`config.mk`:
```
export PLATFORM = sky130hd
export DESIGN_NAME = hid_cmd_parser
export DESIGN_NICKNAME = d
export VERILOG_FILES = /design/src/rtl/hid_cmd_parser.sv
export SDC_FILE = /design/constraint.sdc
export NUM_CORES = 1
export LEC_CHECK = 0
export CAP_MARGIN = 20
export CORE_ASPECT_RATIO = 1.4
export CORE_MARGIN = 5
export CORE_UTILIZATION = 30
export DETAILED_ROUTE_END_ITERATION = 16
export GPL_TIMING_DRIVEN = 0
export PLACE_DENSITY = 0.44
export SYNTH_ARGS = -nofsm -noshare
export SYNTH_HDL_FRONTEND = slang
export SYNTH_SLANG_ARGS = --single-unit
export TNS_END_PERCENT = 5
```
`constraint.sdc`:
```
create_clock -name clk -period 3 [get_ports clk]
set_input_delay 0.45 -clock clk [delete_from_list [all_inputs] [get_ports clk]]
set_output_delay 0.45 -clock clk [all_outputs]
set_load 0.01 [all_outputs]
```
`src/rtl/hid_cmd_parser.sv`:
```
// -----------------------------------------------------------------------------
// hid_cmd_parser
//
// Frame parser and command sequencer placed behind the UART receiver.
// Frame format: SYNC, OP, LEN, LEN payload bytes, CSUM.
// CSUM is the XOR of OP, LEN and all payload bytes. SYNC is not included.
// A validated frame is loaded into a held output register and offered with a
// valid/ready handshake. Framing errors are reported as coded one-cycle
// strobes. An inter-byte timeout drops a partial frame.
//
// Ports
//   clk          : system clock. Everything is on the rising edge.
//   reset        : asynchronous reset, active low.
//   rx_valid     : one-cycle byte strobe from the UART receiver.
//   rx_byte      : received byte. It is valid while rx_valid is high.
//   cmd_valid    : a validated command is held on the cmd_* outputs.
//   cmd_ready    : the consumer accepts the held command.
//   cmd_op       : command opcode.
//   cmd_len      : payload length, 0..MAX_LEN.
//   cmd_payload  : payload bytes. The first byte is in [7:0]. Unused bytes are 0.
//   err_valid    : one-cycle error strobe.
//   err_code     : 01 length over MAX_LEN, 10 checksum, 11 timeout.
//                  It holds its value between strobes.
//   drop         : one-cycle strobe. It fires when a good frame is lost
//                  because the output register is still held.
// -----------------------------------------------------------------------------
module hid_cmd_parser #(
  parameter int unsigned CLK_FREQ   = 50000000,
  parameter int unsigned TIMEOUT_US = 2000,
  parameter logic [7:0]  SYNC_BYTE  = 8'hAA,
  parameter int unsigned MAX_LEN    = 4
) (
  input  logic        clk,
  input  logic        reset,
  input  logic        rx_valid,
  input  logic [7:0]  rx_byte,
  output logic        cmd_valid,
  input  logic        cmd_ready,
  output logic [7:0]  cmd_op,
  output logic [2:0]  cmd_len,
  output logic [31:0] cmd_payload,
  output logic        err_valid,
  output logic [1:0]  err_code,
  output logic        drop
);

  localparam logic [31:0] TIMEOUT_CYCLES = 32'((CLK_FREQ / 1000000) * TIMEOUT_US);
  localparam logic [7:0]  MAX_LEN_B      = 8'(MAX_LEN);

  typedef enum logic [2:0] {
    S_IDLE,
    S_OP,
    S_LEN,
    S_PAY,
    S_CSUM
  } state_t;

  state_t      r_state;
  logic [7:0]  r_op;
  logic [2:0]  r_len;
  logic [1:0]  r_idx;
  logic [7:0]  r_csum;
  logic [31:0] r_pay;
  logic [31:0] r_tcnt;

  logic        w_timeout;
  logic        w_last_pay;

  // A byte arriving on the terminal-count cycle wins over the timeout.
  assign w_timeout  = (r_state != S_IDLE) && !rx_valid &&
                      (r_tcnt == TIMEOUT_CYCLES - 32'd1);
  assign w_last_pay = ({1'b0, r_idx} == (r_len - 3'd1));

  // NOTE: every register below is updated with non-blocking assignments.
  // Later assignments in the block override the default clears at the top,
  // and all right-hand sides read the values from before the edge.
  always_ff @(posedge clk or negedge reset) begin
    if (!reset) begin
      r_state     <= S_IDLE;
      r_op        <= '0;
      r_len       <= '0;
      r_idx       <= '0;
      r_csum      <= '0;
      r_pay       <= '0;
      r_tcnt      <= '0;
      cmd_valid   <= 1'b0;
      cmd_op      <= '0;
      cmd_len     <= '0;
      cmd_payload <= '0;
      err_valid   <= 1'b0;
      err_code    <= '0;
      drop        <= 1'b0;
    end else begin
      err_valid <= 1'b0;
      drop      <= 1'b0;

      // The consumer takes the held command. A commit further down can set
      // cmd_valid again in the same cycle.
      if (cmd_valid && cmd_ready) cmd_valid <= 1'b0;

      if (rx_valid || r_state == S_IDLE) r_tcnt <= '0;
      else                               r_tcnt <= r_tcnt + 32'd1;

      if (w_timeout) begin
        err_valid <= 1'b1;
        err_code  <= 2'b11;
        r_state   <= S_IDLE;
      end else if (rx_valid) begin
        unique case (r_state)
          S_IDLE: begin
            if (rx_byte == SYNC_BYTE) begin
              r_state <= S_OP;
              r_pay   <= '0;  // unused payload slots must read back as zero
              r_idx   <= '0;
            end
          end
          S_OP: begin
            r_op    <= rx_byte;
            r_csum  <= rx_byte;
            r_state <= S_LEN;
          end
          S_LEN: begin
            if (rx_byte > MAX_LEN_B) begin
              err_valid <= 1'b1;
              err_code  <= 2'b01;
              r_state   <= S_IDLE;
            end else begin
              r_len   <= rx_byte[2:0];
              r_csum  <= r_csum ^ rx_byte;
              r_state <= (rx_byte == 8'd0) ? S_CSUM : S_PAY;
            end
          end
          S_PAY: begin
            r_pay[{r_idx, 3'b000} +: 8] <= rx_byte;
            r_csum                      <= r_csum ^ rx_byte;
            r_idx                       <= r_idx + 2'd1;
            if (w_last_pay) r_state <= S_CSUM;
          end
          S_CSUM: begin
            r_state <= S_IDLE;
            if (rx_byte == r_csum) begin
              if (!cmd_valid || cmd_ready) begin
                cmd_valid   <= 1'b1;
                cmd_op      <= r_op;
                cmd_len     <= r_len;
                cmd_payload <= r_pay;
              end else begin
                drop <= 1'b1;
              end
            end else begin
              err_valid <= 1'b1;
              err_code  <= 2'b10;
            end
          end
          default: r_state <= S_IDLE;
        endcase
      end
    end
  end

endmodule

```
# Yosys cells after proc, flatten, opt, wreduce, memory -nomap -nowiden
# Index checks and enable logic that the tools add are counted.
# totals
ff_bits	136
latch_bits	0
ramBits	0
mem_bits_ro	0
input_bits	12
output_inout_bits	48
memories	0
# op_classes
add_sub_neg	4
mul	0
n_div	0
n_lt_le_gt_ge	1
n_eq_ne	14
n_shift	2
n_mux	36
bitwise_logic	3
n_reduce_logical	21
# ops
operator	n
$mux 32	2
$pmux 32 s2	1
$add 32x1->32 const B	1
$bwmux 32	1
$eq 32x17->1 const B	1
$shift 8x7->32 const A	1
$shiftx 8x7->32	1
$pmux 8 s3	1
$mux 3	6
$reduce_and 4->1	4
$mux 1	15
$pmux 3 s4	1
$mux 2	5
$ne 3x3->1 const B	3
$reduce_bool 3->1	3
$eq 8x8->1	1
$eq 8x8->1 const B	1
$gt 8x3->1 const B	1
$logic_not 8->1	1
$mux 8	1
$pmux 2 s2	2
$xor 8x8->8	1
$neg 5->7	1
$eq 3x2->1 const B	2
17 further kinds	24

# Logic depth before layout (Yosys ltp)
# Gate-level depths: netlist (run 1).
# logic_depth
depth_word	7
mapped_depth	7
depth_no_buf	6

# Worst setup path before layout (run 1)
# OpenSTA, ideal clock, no wires.
# synth_path
kind	input to register
start	in rx_byte[7]
end	reg cmd_len[0]
t_arrival_ns	2.010
required_time_ns	2.875
path_slack_ns	0.865
path_stages	7
path_buffers	3
cell_sequence	buf_2 -> xor2_1 -> nor4_1 -> and4_1 -> buf_2 -> buf_4 -> mux2_2
# synth_via
elab_chain_cells	2
# synth_rtl
item	line_no	text
start, declared	36	input logic [7:0] rx_byte,
$eq 8x8->1	141	if (rx_byte == r_csum) begin
$reduce_and 5->1 (no line)	n/a	
end signal, assigned	145	cmd_len <= r_len;
end, declared	40	output logic [2:0] cmd_len,
# Every way passes these cells.
# A chain may end at the register's enable or synchronous reset.

# Final worst setup path (run 1)
# layout_path
start	in rx_byte[5]
end	reg r_len[1]
# layout_via
elab_chain_cells	3
# layout_rtl
item	line_no	text
$gt 8x3->1	123	if (rx_byte > MAX_LEN_B) begin
$not 1->1 (no line)	n/a	
$reduce_and 4->1 (no line)	n/a	
end signal, assigned	128	r_len <= rx_byte[2:0];
end, declared	60	logic [2:0] r_len;
# Every way passes these cells.

==> impl_metrics.env, run 1 <==
export IMPL_max_freq_ghz=0.3562
export IMPL_grt_max_degree=84
export IMPL_ctsLongestPathBuffers=2
export IMPL_finalWeightedCongestion=0.7839
export IMPL_cts_repair_resize_count=0
export IMPL_synth_enable_flop_cells=0
export IMPL_setup_viol_count_final=0
export IMPL_setup_worst_path_start_class="input pin"
export IMPL_initialDrtViolationCount=241
export IMPL_worst_setup_path_type="input pin to register"
export IMPL_setup_ws_ns=0.1922
export IMPL_rsz_0062_raised_after_global_routing="no"
export IMPL_cts_max_level=4
export IMPL_worst_skew_pair_late_latency_ns=0.41
export IMPL_clock_tree_from_tritoncts="built"
export IMPL_post_synth_top_area_fraction_pct=52.05
export IMPL_cp_depth=6
export IMPL_detail_route_drc_violations=0
export IMPL_vias_per_cell=4.825
export IMPL_ioPinCount=60
export IMPL_setup_bufs_post_cts=0
export IMPL_hold_viol=3
export IMPL_die_x_um=134.8
export IMPL_critical_path_max_stage_delay_ns=0.70
export IMPL_violations="negative hold slack"
export IMPL_r2r_end="r_pay[16]$_DFFE_PN0P_"
export IMPL_synth_compound_area_share_pct=8.247
export IMPL_count_of_clock_tree_sinks=136
export IMPL_ys_async_sr_fraction_pct=100.0
export IMPL_std_cell_rows=64
export IMPL_layout_min_cycle_time_ns=2.808
export IMPL_worst_clock_skew_ns=0.01033
export IMPL_detailedPlace_worstSlack_ns=-0.2172
export IMPL_yosys_area_share_xor_xnor_pct=2.813
export IMPL_drive_gt1_share_pct=16.96
export IMPL_total_power_w=0.005468
export IMPL_final_core_util_pct=37.65
export IMPL_timing_rr_start="r_idx[0]$_DFFE_PN0P_"
export IMPL_antenna_found_initial=0
export IMPL_power_density_cell_area_nw_per_um2=669.2
export IMPL_sequence_of_cells_on_the_critical_path="clkdlybuf4s50_1, clkbuf_1, nor4_1, nand3_1, nor3_1, mux2_2"
export IMPL_worst_case_headroom_to_the_max_slew_limit_pct=30.30
export IMPL_hpwlAfterDp_um=11430
export IMPL_worstPathArrival_ns=3.10
export IMPL_final_hold_worst_slack_ns=-0.003940
export IMPL_numCtsBuffers=17
export IMPL_synth_warnings=0
export IMPL_final_cells=981
export IMPL_drv_cap=0
export IMPL_synth_net_count=608
export IMPL_critPathCaptureType="register"
export IMPL_port_buffers=58
export IMPL_synth_simple_gate_area_share_pct=15.94
export IMPL_route_detailed_wl_per_inst_um=16.40
export IMPL_grt_remaining_overflow=0
export IMPL_ys_seq_elements=136
export IMPL_fillers=2145
export IMPL_effective_utilization_at_floorplan_pct=30.13
export IMPL_worst_setup_hold_path_clk_slew_ns=0.06
export IMPL_cts_hold_buffers_added=0
export IMPL_maxSlewViolCount=0
export IMPL_worst_path_max_delay_cell="sky130_fd_sc_hd__nor4_1"
export IMPL_critical_path_top_delay_family="simple AND/OR/NAND/NOR gates"
export IMPL_syn_instance_count=589
export IMPL_grt_pass1_vias=4966
export IMPL_ir_drop_worst_vdd_mv=0.3815
export IMPL_cp_required_ns=3.29
export IMPL_worstSetupStartpoint="rx_byte[5]"
export IMPL_dieHeight_um=184.7
export IMPL_cp_buffers_inverters=2
export IMPL_hold_class="input pin to asynchronous set/reset pin"
export IMPL_num_nets_final=690
export IMPL_regToRegSetupSlack_ns=0.51
export IMPL_run_status="finished with violations"
export IMPL_min_period_over_period_pct=93.59
export IMPL_syn_avg_cell_area_um2=11.10
export IMPL_routed_via_count=4733
export IMPL_route_final_wire_length_um=16090
export IMPL_dominant_combinational_cell_family_by_area_after_synthesis="simple AND/OR/NAND/NOR gates"
export IMPL_timing_worst_slew_pin_value_ns=1.044
export IMPL_syn_to_final_growth_pct=24.95
export IMPL_seq_area_frac_synth_pct=52.05
export IMPL_synth_top_flop_cell="sky130_fd_sc_hd__dfrtp_1"
export IMPL_finalSetupTns_ns=0
export IMPL_placed_cells_incl_taps=948
export IMPL_post_synth_num_cell_types=53
export IMPL_core_area_um2=21700
export IMPL_worst_setup_endpoint="r_len[1]$_DFFE_PN0P_"
export IMPL_crit_fanout=10
export IMPL_clockRootBuffer="sky130_fd_sc_hd__clkbuf_16"
export IMPL_all_layer_gr_usage_pct=13.48
export IMPL_synth_top_cells_by_count="sky130_fd_sc_hd__dfrtp_1, sky130_fd_sc_hd__nand2_1, sky130_fd_sc_hd__mux2_2, sky130_fd_sc_hd__inv_1, sky130_fd_sc_hd__mux2i_1"
export IMPL_yosys_top_cells_area="sky130_fd_sc_hd__dfrtp_1, sky130_fd_sc_hd__mux2_2, sky130_fd_sc_hd__mux2i_1"
export IMPL_antenna_cells=0
export IMPL_number_of_cells_on_the_worst_reg_to_reg_path=7
export IMPL_antenna_left=0
export IMPL_post_synth_top_count_cell="sky130_fd_sc_hd__dfrtp_1"
export IMPL_p_leak_nw=3.653
export IMPL_adder_cell_area_share_of_the_yosys_netlist_pct=1.339
export IMPL_grt_pass1_wl_um=26090
export IMPL_dieArea_um2=24890
export IMPL_synthDominantAreaCellType="sky130_fd_sc_hd__dfrtp_1"
export IMPL_syn_cell_area_um2=6539
export IMPL_muxShareOfSynthArea_pct=14.79
export IMPL_drt_pass1_iterations=4
[registers in the layout (all words and copies together) (netlist names)]
signal and cells:
cmd_len 3, cmd_op 8, cmd_payload 32, cmd_valid 1
drop 1, err_code 2, err_valid 1, r_csum 8
r_idx 2, r_len 3, r_op 8, r_pay 32
r_state 3, r_tcnt 32
[cell families (layout without fill, tap and decap cells)]
family                     after synthesis  after routing
DFF                                    136            136
and+or+nand+nor                        190            190
buffers and inverters                   75            170
AOI/OAI and AO/OA                       70             70
xor gates and xnor gates                21             21
muxes                                   90             90
adders and majority gates                7              7
[stage by stage]
step | instance area [µm²] | hold slack [ns]
CTS | 8165 | 0.008533
finish | 8170 | -0.003940
floorplan | 6539 | 0.1544
detailed placement | 7541 | 0.4622
global route | 8170 | 0.03257
global placement | 7491 | 0.4654
[cells in the final DEF, fill, tap and decap left out, drive strengths merged, types with 16 or more instances in the layout]
cell type	count
buf	18
nand2	60
clkdlybuf4s50	57
mux2i	37
inv	48
dfrtp	136
clkbuf	37
nor2	16
mux2	53
xor2	16
[worst min path at each step]
stage                                    from  slack, ns                     endpoint
final                                   reset     -0.004  cmd_payload[12]$_DFFE_PN0P_
after global routing                    reset       0.03  cmd_payload[12]$_DFFE_PN0P_
after CTS                               reset      0.009  cmd_payload[12]$_DFFE_PN0P_
after detailed placement                reset       0.46  cmd_payload[12]$_DFFE_PN0P_
after global placement    r_tcnt[0]$_DFF_PN0_       0.47          r_tcnt[0]$_DFF_PN0_
after floorplan                         reset       0.15       cmd_len[0]$_DFFE_PN0P_
[metal layers]
| metal | global-route usage, % | vias up | share of wire [%] |
|---|---|---|---|
| li1 | - | 2274 | - |
| met1 | 15.01 | 2342 | 41 |
| met2 | 24.30 | 81 | 52 |
| met3 | 2.485 | 36 | 2.8 |
| met4 | 7.050 | 0 | 3.7 |
| met5 | 0 | - | 0 |
[power by group]
group / leakage [nW] / internal (W) / switching [W]
logic: 1.57 / 0.000371 / 0.000505
clock network: 0.302 / 0.00135 / 0.000851
registers: 1.78 / 0.00217 / 0.000223
total: 3.65 / 0.00389 / 0.00158
[area by class of cell]
| class | count | area, µm² | area share [%] |
|---|---|---|---|
| repair buffers | 63 | 635.6 | 7.779 |
| inverters | 43 | 161.4 | 1.975 |
| well taps | 297 | 371.6 | 4.548 |
| plain buffers | 32 | 153.9 | 1.884 |
| flip-flops and latches | 136 | 3403 | 41.65 |
| multi-input cells | 378 | 2820 | 34.52 |
| clock buffers | 18 | 439.2 | 5.375 |
| clock inverters | 14 | 185.2 | 2.266 |
(Power assumes the default switching activity.)
==> run 2, diff against run 1 <==
Settings changed: ABC_AREA set to 1, CORE_UTILIZATION 30 to 58, PLACE_DENSITY 0.44 to 0.77, TNS_END_PERCENT 5 to 1.
==> run 2 against run 1 <==
Effect of this change: the flow now finishes without violations; non-clock buffer count shrank 14; clock power barely moved; register-to-register slack worse by 0.06 ns; area after synthesis is 5.5% higher; critical path type is now register to register.
==> impl_metrics.env, run 2 <==
export IMPL_run_status="completed"
export IMPL_core_area_um2=11760
export IMPL_grt_pass1_vias=5748
export IMPL_std_cell_rows=47
export IMPL_die_x_um=102.2
export IMPL_hold_class="input pin to asynchronous set/reset pin"
export IMPL_syn_to_final_growth_pct=19.41
export IMPL_total_power_w=0.005507
export IMPL_register_area_um2=3403
export IMPL_antenna_found_initial=0
export IMPL_cp_required_ns=3.34
export IMPL_ioPinCount=60
export IMPL_mostFrequentLayoutCell="sky130_fd_sc_hd__nand2_1"
export IMPL_post_synth_num_cell_types=34
export IMPL_hpwlAfterDp_um=12450
export IMPL_grt_pass1_wl_um=28320
export IMPL_multiInputGateArea_um2=2846
export IMPL_power_frac_seq_pct=39.1
export IMPL_synth_net_count=864
export IMPL_hold_viol=0
export IMPL_cts_repair_resize_count=0
export IMPL_route_detailed_wl_per_inst_um=15.82
export IMPL_antenna_cells=0
export IMPL_clockRootBuffer="sky130_fd_sc_hd__clkbuf_16"
export IMPL_setup_viol_count_final=0
export IMPL_vias_per_cell=5.316
export IMPL_post_synth_top_area_fraction_pct=49.33
export IMPL_synth_top_cells_by_count="sky130_fd_sc_hd__nand2_1, sky130_fd_sc_hd__dfrtp_1, sky130_fd_sc_hd__inv_1, sky130_fd_sc_hd__nor2_1, sky130_fd_sc_hd__o21ai_1"
export IMPL_all_layer_gr_usage_pct=25.60
export IMPL_final_core_util_pct=70.04
export IMPL_count_of_clock_tree_sinks=136
export IMPL_drv_cap=0
export IMPL_final_hold_worst_slack_ns=0.01170
export IMPL_worst_setup_path_type="register to register"
export IMPL_setup_ws_ns=0.4486
export IMPL_reg_largest_list="cmd_payload: 32 flops, r_pay: 32 flops, r_tcnt: 32 flops"
export IMPL_rsz_0062_raised_after_global_routing="no"
export IMPL_initialDrtViolationCount=332
export IMPL_clock_power_share_pct=39.4
export IMPL_cts_max_level=4
export IMPL_setup_worst_path_start_class="register"
export IMPL_clock_tree_from_tritoncts="built"
export IMPL_worst_path_max_delay_cell="sky130_fd_sc_hd__dfrtp_1"
export IMPL_ys_seq_elements=136
export IMPL_syn_avg_cell_area_um2=8.165
export IMPL_min_period_over_period_pct=85.05
export IMPL_worst_case_headroom_to_the_max_slew_limit_pct=50.42
export IMPL_ir_drop_worst_vdd_mv=0.4210
export IMPL_routed_via_count=5720
export IMPL_grt_max_degree=76
export IMPL_combPwrFrac_pct=21.6
export IMPL_cts_hold_buffers_added=0
export IMPL_dieHeight_um=139.0
export IMPL_sequence_of_cells_on_the_critical_path="clkbuf_1, inv_1, ha_1, inv_1, nor2_4, nand2_1, nor3_2, nand2_1, o21ai_2"
export IMPL_grt_remaining_overflow=0
export IMPL_ys_async_sr_fraction_pct=100.0
export IMPL_synth_enable_flop_cells=0
export IMPL_detailedPlace_worstSlack_ns=0.4160
export IMPL_drive_gt1_share_pct=13.13
export IMPL_effective_utilization_at_floorplan_pct=58.66
export IMPL_fillers=949
export IMPL_power_density_cell_area_nw_per_um2=668.4
export IMPL_antenna_left=0
export IMPL_p_leak_nw=3.638
export IMPL_num_nets_final=935
export IMPL_critical_path_max_stage_delay_ns=0.43
export IMPL_yosys_top_cells_area="sky130_fd_sc_hd__dfrtp_1, sky130_fd_sc_hd__nand2_1, sky130_fd_sc_hd__inv_1"
export IMPL_post_synth_top_count_cell="sky130_fd_sc_hd__nand2_1"
export IMPL_maxSlewViolCount=0
export IMPL_final_cell_mix="sky130_fd_sc_hd__nand2_1, sky130_fd_sc_hd__dfrtp_1, sky130_fd_sc_hd__inv_1, sky130_fd_sc_hd__nor2_1, sky130_fd_sc_hd__o21ai_1"
export IMPL_synth_top_flop_cell="sky130_fd_sc_hd__dfrtp_1"
export IMPL_internal_pwr_total_w=0.003774
export IMPL_critPathCaptureType="register"
export IMPL_drt_pass1_iterations=5
export IMPL_worst_skew_pair_late_latency_ns=0.42
export IMPL_crit_fanout=10
export IMPL_max_freq_ghz=0.3919
export IMPL_route_final_wire_length_um=17020
export IMPL_numCtsBuffers=17
export IMPL_detail_route_drc_violations=0
export IMPL_syn_instance_count=845
export IMPL_setup_bufs_post_cts=0
export IMPL_worstPathArrival_ns=2.89
export IMPL_port_buffers=51
export IMPL_finalWeightedCongestion=0.9675
export IMPL_finalSetupTns_ns=0
export IMPL_seq_area_frac_synth_pct=49.33
export IMPL_synth_warnings=0
export IMPL_syn_cell_area_um2=6899
export IMPL_timing_worst_slew_pin_value_ns=0.7380
export IMPL_worst_setup_hold_path_clk_slew_ns=0.06
export IMPL_dieArea_um2=14210
export IMPL_layout_min_cycle_time_ns=2.551
export IMPL_sw_frac_of_total_pct=31.46
export IMPL_worst_clock_skew_ns=0.009692
export IMPL_ctsLongestPathBuffers=2
export IMPL_switchingPower_w=0.001732
export IMPL_synthDominantAreaCellType="sky130_fd_sc_hd__dfrtp_1"
run 2: worst max-delay path: cells and delay by family (launching register included):
family,cells,cell delay (ns)
fa+ha+maj,1,0.38
compound gates,1,0.16
buf+inv,3,0.70
flops,1,0.43
simple gates,4,0.79
run 2: stage by stage:
step                cells  cell area [µm²]
finish               1076             8238
global route         1076             8238
CTS                  1076             8238
detailed placement   1044             7622
global placement     1043             7594
floorplan             845             6899
run 2: kinds of logic (layout without fill, tap and decap cells):
group           count (synthesis)  in the layout  synth area share, %
mux                             3              3               0.4353
compound gates                130            130                11.75
simple gates                  402            402                25.14
fa+ha+maj                       7              7                1.269
flops                         136            136                49.33
xor+xnor                       21             21                2.666
buf+inv                       146            230                9.412
run 2: layout make-up:
| class | instances | area share [%] |
|---|---|---|
| Clock inverter | 11 | 1.762 |
| Buffer | 29 | 2.521 |
| Sequential cell | 136 | 41.31 |
| Inverter | 117 | 5.361 |
| Tap cell | 147 | 2.233 |
| Multi-Input combinational cell | 563 | 34.55 |
| Clock buffer | 21 | 5.711 |
| Timing Repair Buffer | 52 | 6.546 |
run 2: worst paths after layout:
kind / from / endpoint / slack, ns / cells past startpoint
worst min register to register: r_tcnt[0]$_DFF_PN0_ / r_tcnt[0]$_DFF_PN0_ / 0.46 / 1
worst max register to register: r_idx[0]$_DFFE_PN0P_ / r_pay[22]$_DFFE_PN0P_ / 0.45 / 9
max in group asynchronous: reset / r_state[0]$_DFFE_PN0P_ / 2.23 / 2
worst min-delay path: reset / cmd_payload[27]$_DFFE_PN0P_ / 0.01 / 1
worst max-delay path: r_idx[0]$_DFFE_PN0P_ / r_pay[22]$_DFFE_PN0P_ / 0.45 / 9
min in group clk: rx_byte[7] / r_pay[23]$_DFFE_PN0P_ / 0.33 / 3
run 2: power by group through the flow:
stage / clock, W / combinational, W / sequential, W
after detailed placement: 0 / 0.00116 / 0.00218
final: 0.00217 / 0.00119 / 0.00215
after CTS: 0.00219 / 0.00119 / 0.00215
after floorplan: 0 / 0.000853 / 0.00216
after global placement: 0 / 0.00112 / 0.00217
after global routing: 0.00227 / 0.00135 / 0.00217
run 2: layer usage:
| metal | track usage, % | routed length (µm) | share of wire [%] |
|---|---|---|---|
| met4 | 13.61 | 796 | 4.7 |
| met1 | 29.33 | 6432 | 38 |
| met3 | 5.184 | 791 | 4.6 |
| met5 | 0 | 0 | 0 |
| met2 | 43.99 | 9001 | 53 |
